--- src/rtl/uart_alu_ctrl.sv ---
// Byte-oriented ALU sequencer: pops A, B, OP from an RX FIFO, computes, pushes the result to a TX FIFO.
// Latency: rd strobes are combinational with capture on the same edge; wr asserts two cycles after the OP-capturing rd cycle.
// Backpressure: rx_empty holds the FSM in the GET states, tx_full holds it in SEND with w_data stable.
module uart_alu_ctrl #(
  parameter int N = 8
) (
  input  logic         clock,
  input  logic         reset,
  input  logic [N-1:0] r_data,
  input  logic         rx_empty,
  output logic         rd,
  output logic [N-1:0] w_data,
  input  logic         tx_full,
  output logic         wr,
  output logic         op_err,
  output logic         busy
);

  // Supported opcodes, widened or truncated to the operand width.
  localparam logic [N-1:0] OP_ADD = N'(8'h20);
  localparam logic [N-1:0] OP_SUB = N'(8'h22);
  localparam logic [N-1:0] OP_AND = N'(8'h24);
  localparam logic [N-1:0] OP_OR  = N'(8'h25);
  localparam logic [N-1:0] OP_XOR = N'(8'h26);
  localparam logic [N-1:0] OP_NOR = N'(8'h27);
  localparam logic [N-1:0] OP_SRL = N'(8'h02);
  localparam logic [N-1:0] OP_SRA = N'(8'h03);

  typedef enum logic [2:0] {
    GET_A  = 3'd0,
    GET_B  = 3'd1,
    GET_OP = 3'd2,
    CALC   = 3'd3,
    SEND   = 3'd4
  } state_t;

  state_t       r_state;
  state_t       w_next;
  logic [N-1:0] r_a;
  logic [N-1:0] r_b;
  logic [N-1:0] r_op;
  logic [N-1:0] r_wdata;

  logic         w_rd;
  logic         w_wr;
  logic         w_err;
  logic         w_busy;
  logic [N-1:0] w_result;
  logic         w_bad_op;
  logic [2:0]   w_shamt;

  // Only the low three bits of B select the shift distance.
  assign w_shamt = r_b[2:0];

  // State register; reset drops any partially collected operand set.
  always_ff @(posedge clock or negedge reset) begin
    if (!reset) begin
      r_state <= GET_A;
    end else begin
      r_state <= w_next;
    end
  end

  // Next-state and strobe decode; pops and pushes are single-cycle and gated by FIFO flags.
  always_comb begin
    w_next = r_state;
    w_rd   = 1'b0;
    w_wr   = 1'b0;
    w_err  = 1'b0;
    w_busy = 1'b1;
    case (r_state)
      GET_A: begin
        w_busy = 1'b0;
        if (!rx_empty) begin
          w_rd   = 1'b1;
          w_next = GET_B;
        end
      end
      GET_B: begin
        if (!rx_empty) begin
          w_rd   = 1'b1;
          w_next = GET_OP;
        end
      end
      GET_OP: begin
        if (!rx_empty) begin
          w_rd   = 1'b1;
          w_next = CALC;
        end
      end
      CALC: begin
        w_err  = w_bad_op;
        w_next = SEND;
      end
      SEND: begin
        if (!tx_full) begin
          w_wr   = 1'b1;
          w_next = GET_A;
        end
      end
      default: begin
        w_busy = 1'b0;
        w_next = GET_A;
      end
    endcase
  end

  // Operand capture on the same edge that completes each pop.
  always_ff @(posedge clock or negedge reset) begin
    if (!reset) begin
      r_a  <= '0;
      r_b  <= '0;
      r_op <= '0;
    end else begin
      if (w_rd && (r_state == GET_A)) begin
        r_a <= r_data;
      end
      if (w_rd && (r_state == GET_B)) begin
        r_b <= r_data;
      end
      if (w_rd && (r_state == GET_OP)) begin
        r_op <= r_data;
      end
    end
  end

  // ALU datapath; all results wrap modulo 2^N, unknown opcodes yield zero.
  always_comb begin
    w_result = '0;
    w_bad_op = 1'b0;
    case (r_op)
      OP_ADD:  w_result = r_a + r_b;
      OP_SUB:  w_result = r_a - r_b;
      OP_AND:  w_result = r_a & r_b;
      OP_OR:   w_result = r_a | r_b;
      OP_XOR:  w_result = r_a ^ r_b;
      OP_NOR:  w_result = ~(r_a | r_b);
      OP_SRL:  w_result = r_a >> w_shamt;
      OP_SRA:  w_result = $signed(r_a) >>> w_shamt;
      default: begin
        w_result = '0;
        w_bad_op = 1'b1;
      end
    endcase
  end

  // Result register loads only on the CALC->SEND edge so w_data is stable through any TX stall.
  always_ff @(posedge clock or negedge reset) begin
    if (!reset) begin
      r_wdata <= '0;
    end else if (r_state == CALC) begin
      r_wdata <= w_result;
    end
  end

  // Strobes are forced low while reset is asserted, independent of the clock.
  assign rd     = w_rd   & reset;
  assign wr     = w_wr   & reset;
  assign op_err = w_err  & reset;
  assign busy   = w_busy & reset;
  assign w_data = r_wdata;

endmodule
--- config.mk ---
export PLATFORM = sky130hd
export DESIGN_NAME = uart_alu_ctrl
export DESIGN_NICKNAME = d
export VERILOG_FILES = /design/src/rtl/uart_alu_ctrl.sv
export SDC_FILE = /design/constraint.sdc
export NUM_CORES = 1
export LEC_CHECK = 0
export ABC_CLOCK_PERIOD_IN_PS = 2700
export BUFFER_PORTS_ARGS = -buffer_cell sky130_fd_sc_hd__buf_2
export CAP_MARGIN = 15
export CORE_MARGIN = 3
export CORE_UTILIZATION = 50
export CTS_CLUSTER_SIZE = 28
export DETAILED_ROUTE_END_ITERATION = 12
export PLACE_DENSITY_LB_ADDON = 0.25
export REMOVE_ABC_BUFFERS = 1
export SYNTH_ARGS = -nofsm -noshare
export SYNTH_HDL_FRONTEND = slang
export SYNTH_SLANG_ARGS = --single-unit
export TNS_END_PERCENT = 20
--- constraint.sdc ---
create_clock -name clock -period 2.7 [get_ports clock]
set_input_delay 0.135 -clock clock [delete_from_list [all_inputs] [get_ports clock]]
set_output_delay 0.135 -clock clock [all_outputs]
set_load 0.05 [all_outputs]
==> results of run 1 <==
area by class of cell:
cell class / count / share of cell area (%)
multi-input combinational: 233 / 55.9
sequential: 35 / 28.1
timing repair buffer: 41 / 8.24
inverter: 18 / 2.17
clock inverter: 2 / 0.402
tap: 70 / 2.81
clock buffer: 6 / 2.33
logic make-up (layout without fill, tap and decap cells):
| logic type | Yosys count | count (layout) | synth area share (%) |
|---|---|---|---|
| flip-flops | 35 | 35 | 32.1 |
| adder cells (fa/ha/maj) | 25 | 25 | 11.7 |
| XOR/XNOR | 13 | 13 | 4.17 |
| multiplexers | 22 | 22 | 10.8 |
| buffers and inverters | 37 | 67 | 5.36 |
| AND/OR/NAND/NOR | 92 | 92 | 17.2 |
| AO/OA/AOI/OAI | 81 | 81 | 18.6 |
synth_stat cells (2+ instances only):
library cell,n
a211oi_1,3
a21o_1,2
a21oi_1,9
a22o_1,2
a22oi_1,3
a31oi_1,4
and2_1,2
buf_1,2
buf_2,6
clkbuf_1,11
dfrtp_1,35
ha_1,24
inv_1,17
mux2_2,9
mux2i_1,7
mux4_2,5
nand2_1,36
nand2b_1,4
nand3_1,5
nand3_2,2
nor2_1,17
nor2b_1,3
nor3_1,10
o211ai_1,2
o21ai_0,35
o21ai_1,2
o22ai_1,3
o31ai_1,2
xnor2_1,9
xor2_1,4
power by group through the flow:
stage | logic [uW] | registers [uW] | clock network, uW
after floorplan | 1860 | 1190 | 0
after global placement | 2750 | 1040 | 0
after detailed placement | 2800 | 1050 | 0
after CTS | 2830 | 1030 | 387
after global routing | 3320 | 1080 | 406
final | 3000 | 1040 | 375
stage by stage:
step | worst slack [ns] | total power, uW | hold slack (ns) | cells
detailed placement | -0.0217 | 3850 | 0.119 | 396
global route | -0.0540 | 4800 | 0.0850 | 405
global placement | 0.0703 | 3780 | 0.114 | 396
floorplan | -0.0474 | 3050 | -0.161 | 286
CTS | 0.00511 | 4250 | 0.0771 | 405
finish | 0.142 | 4410 | 0.0793 | 405
cell usage in the layout, fill, tap and decap left out, drive strengths merged, types with 7 or more instances in the layout:
cell    n
nor2   17
ha     24
o21ai  37
mux2i   7
a21oi   9
inv    17
nand3   7
nor3   11
nand2  36
mux2   10
xnor2   9
dfrtp  35
buf    40
sequential cells by signal, summed over array words and instances (netlist names):
name,flops
r_op,8
r_state,3
r_a,8
r_b,8
w_data,8
worst min path at each step:
stage | startpoint | end | slack [ns] | cells after the start
after floorplan | reset | r_a[0]$_DFFE_PN0P_ | -0.16 | 0
after global placement | reset | w_data[0]$_DFFE_PN0N_ | 0.11 | 1
after detailed placement | reset | w_data[1]$_DFFE_PN0N_ | 0.12 | 1
after CTS | r_data[5] | r_a[5]$_DFFE_PN0P_ | 0.08 | 3
after global routing | r_data[6] | r_a[6]$_DFFE_PN0P_ | 0.08 | 3
final | r_data[5] | r_a[5]$_DFFE_PN0P_ | 0.08 | 3
routing by layer:
metal	part of all wire, %	vias to the layer above	wire length [um]	global-route usage (%)
met5	0	-	0	0
met4	0.99	0	66	5.74
met3	6.2	9	411	3.50
met2	46	72	3070	35.5
met1	47	1065	3110	31.6
li1	-	1146	-	-
worst max-delay path, cell delays in order (launching register included):
cell and delay [ns]:
dfrtp_1 0.41, nor4_4 0.29, and4_4 0.28, mux2_4 0.32
inv_1 0.06, ha_1 0.22, nor2b_1 0.13, o21ai_1 0.22
o21ai_2 0.10, a31oi_1 0.18, xnor2_1 0.14, a21oi_1 0.08
repair_timing:
| item | 4_1_cts | 5_1_grt |
|---|---|---|
| hold buffers | 1 | 0 |
| endpoints found under the hold margin | 18 | 0 |
| pin swaps | 0 | 13 |
| endpoints found under the setup margin | 1 | 6 |
| resized for setup | 1 | 13 |
==> results.yml, run 1 <==
status:
  outcome: "completed"
clock_tree:
  clkTransAtPathRegs_ns: 0.07
  htreeDepth: 2
  postCtsSetupBuffers: 0
  cts_tree: "done"
  cts_max_path_buffers: 2
  cts_buffers: 5
  cts-root-buf: "clkbuf_8"
  insertion_delay_ns: 0.28
  cts.sinks: 35
logic_synthesis:
  synthCells: 305
  synth_ff_type: "dfrtp_1"
  synth_area_leaders: "dfrtp_1, ha_1, o21ai_0"
  syn_area_mm2: 0.00273
  synth_edf_count: 0
  yosysSeqAreaShare_pct: 32.1
  yosys.area.top_type: "dfrtp_1"
  avgSynthCellArea_um2: 8.96
  synthArstFlopShare_pct: 100
  yosysWarningCount: 0
  ys_types: 60
  ys_ff_latch: 35
  synth.top_cell.area_share_pct: 32.1
die:
  die_width_um: 79.9
  die_y_um: 79.9
  rows: 26
  io_pins: 24
  die_area_mm2: 0.00639
  coreArea_mm2: 0.00520
  initial_core_util_pct: 52.5
setup_path:
  worstPathArrival_ns: 2.72
  r2r_start: "r_op[6]$_DFFE_PN0P_"
  crit_path_end_kind: "flop"
  required_ns: 2.87
  r2r_end: "w_data[7]$_DFFE_PN0N_"
  critPathMaxFanout: 2
  reg2regPathDepth: 11
  crit_path_end: "w_data[7]$_DFFE_PN0N_"
  ff2ff_setup_slack_ns: 0.14
  start_kind: "flop"
  cp-startpoint: "r_op[6]$_DFFE_PN0P_"
  critPathKind: "reg2reg"
global_routing:
  grt-ovfl-total: 0
  grt_pass1_wl_mm: 11.1
  grtUsageTotal_pct: 22.3
  grt_pass1_vias: 2199
  antenna_found_initial: 0
  grt_max_degree: 28
routing:
  vias: 2292
  final_antenna_net_count: 0
  routedWlPerCell_um: 16.4
  avgViaCountPerCell: 5.66
  drt-total-wl_mm: 6.66
  firstDrtPassIters: 4
  drc: 0
  drtIter0Drc: 164
place:
  place_area_mm2: 0.00298
  routabilityCongestion: 0.962
  io_buffers: 23
  dp_hpwl_mm: 5.07
run:
  cap_violations: 0
power:
  p_sw_share_pct: 49.0
  p_seq_share_pct: 23.6
  combPwrFrac_pct: 67.9
  p_switching_uw: 2160
  max-vdd-ir-drop_uv: 596
  pwr-share-clk_pct: 8.5
  leakage_uw: 0.00141
  p_per_area_mw_per_mm2: 1420
  internal_power_uw: 2250
layout:
  syn2layout_area_growth_pct: 14.0
  multi_input_comb_area_mm2: 0.00174
  fill_cells: 473
  drive_gt1_share_pct: 23.6
  final_cell_area_mm2: 0.00311
  seq_area_um2: 876
  fin_util_pct: 59.8
  n_antenna_cell: 0
  nets: 371
timing:
  finalCritPeriodShare_pct: 94.7
  worst-slew-pin-transition_ns: 0.752
  report.final.slew_viol_count: 0
  rsz0062_at_grt: "yes"
  period_minus_slack_ns: 2.56
  skew_ns: 0.00521
  setup_violations: 0
  hold_viol_final: 0
  setup_tns_ns: 0
  slew_headroom_pct: 49.6
  fmax_mhz: 391
worst_hold_path:
  hp-class: "in2reg"
Note: power is estimated with default switching activity, not from simulation.
==> run 2: changes to the inputs <==
Settings changed: RECOVER_POWER set to 100.
==> results.yml, run 2 (synthesis results as in run 1) <==
status:
  outcome: "completed"
setup_path:
  critPathMaxFanout: 2
  start_kind: "flop"
  worstPathArrival_ns: 2.74
  critPathKind: "reg2reg"
  crit_path_end_kind: "flop"
  required_ns: 2.87
timing:
  setup_violations: 0
  slew_headroom_pct: 17.5
  rsz0062_at_grt: "yes"
  fin_hold_ws_ns: 0.0781
  skew_ns: 0.00468
  fin_ws_ns: 0.130
  report.final.slew_viol_count: 0
  hold_viol_final: 0
  fmax_mhz: 389
  period_minus_slack_ns: 2.57
  setup_tns_ns: 0
  worst-slew-pin-transition_ns: 1.23
  finalCritPeriodShare_pct: 95.2
global_routing:
  grt-ovfl-total: 0
  antenna_found_initial: 0
  grtUsageTotal_pct: 22.3
  grt_pass1_vias: 2199
  grt_max_degree: 28
  grt_pass1_wl_mm: 11.1
clock_tree:
  cts-root-buf: "clkbuf_8"
  insertion_delay_ns: 0.29
  cts_tree: "done"
  cts_buffers: 5
  clkTransAtPathRegs_ns: 0.07
  cts_max_path_buffers: 2
  htreeDepth: 2
  cts.sinks: 35
routing:
  drtIter0Drc: 201
  final_antenna_net_count: 0
  drt-total-wl_mm: 6.72
  vias: 2310
  drc: 0
  firstDrtPassIters: 5
  avgViaCountPerCell: 5.70
  routedWlPerCell_um: 16.6
layout:
  n_antenna_cell: 0
  syn2layout_area_growth_pct: 12.6
  final_common_cell: "nand2_1"
  drive_gt1_share_pct: 18.5
  nets: 371
  mostFrequentLayoutCells: "nand2_1, dfrtp_1, o21ai_0"
  finalNonFillerCells: 405
place:
  dp.cells: 396
  dp_slack_ns: -0.0217
  io_buffers: 23
  routabilityCongestion: 0.962
  dp_hpwl_mm: 5.07
die:
  coreArea_mm2: 0.00520
  initial_core_util_pct: 52.5
  rows: 26
  die_y_um: 79.9
  io_pins: 24
  die_area_mm2: 0.00639
  die_width_um: 79.9
worst_hold_path:
  hp-class: "in2reg"
power:
  p_per_area_mw_per_mm2: 1420
  p_total_uw: 4370
  leakage_uw: 0.00135
  max-vdd-ir-drop_uv: 597
run:
  cap_violations: 0
## run 2: cell types whose count changed in the layout (fill, tap and decap cells not counted), sizes merged
cell,change
buf,-14
clkbuf,+14
## run 2: path summary, 6_finish.rpt
check | slack [ns] | cells past startpoint | end | from
worst max-delay path | 0.13 | 11 | w_data[7]$_DFFE_PN0N_ | r_op[6]$_DFFE_PN0P_
worst min-delay path | 0.08 | 3 | r_a[5]$_DFFE_PN0P_ | r_data[5]
worst max register to register | 0.13 | 11 | w_data[7]$_DFFE_PN0N_ | r_op[6]$_DFFE_PN0P_
worst min register to register | 0.49 | 2 | w_data[5]$_DFFE_PN0N_ | w_data[5]$_DFFE_PN0N_
max in group asynchronous | 1.77 | 3 | r_op[5]$_DFFE_PN0P_ | reset
min in group asynchronous | 0.33 | 2 | r_b[0]$_DFFE_PN0P_ | reset
## run 2: through the flow
stage / utilization, % / cell area (um2)
after floorplan: - / 2650
after global placement: 57.3 / 2980
after detailed placement: 57.3 / 2980
after CTS: 59.1 / 3080
after global routing: 59.1 / 3080
final: 59.1 / 3080
## run 2: where the power goes
part,total (uW),internal [uW],switching (uW)
Combinational,2960,1290,1660
Clock,375,180,194
Sequential,1040,749,290
Total,4370,2220,2150
## run 2: critical path: stages (launching register included)
cell	delay (ns)
dfrtp_1	0.41
nor4_4	0.29
and4_4	0.28
mux2_4	0.32
inv_1	0.06
ha_1	0.22
nor2b_1	0.14
o21ai_1	0.20
o21ai_1	0.13
a31oi_1	0.19
xnor2_1	0.14
a21oi_1	0.08
## run 2: repair_timing
action                                  CTS  global route
buffers inserted                          0             0
endpoints found under the hold margin    18             0
hold buffers                              1             0
pin swaps                                 0            13
endpoints found under the setup margin    1             6
resized for setup                         1            13
## run 2: layout make-up
cell class                 instances  area, um2
sequential                        35        876
timing repair buffer              41        234
clock buffer                       6       72.6
tap                               70       87.6
fill                             487       2130
multi-input combinational        233       1730
clock inverter                     2       12.5
inverter                          18       67.6
## run 2: layer usage
metal,global-route usage [%],up-vias,wire length [um]
met1,31.6,1066,3120
met3,3.50,13,481
li1,-,1143,-
met5,0,-,0
met2,35.5,88,3030
met4,5.74,0,94
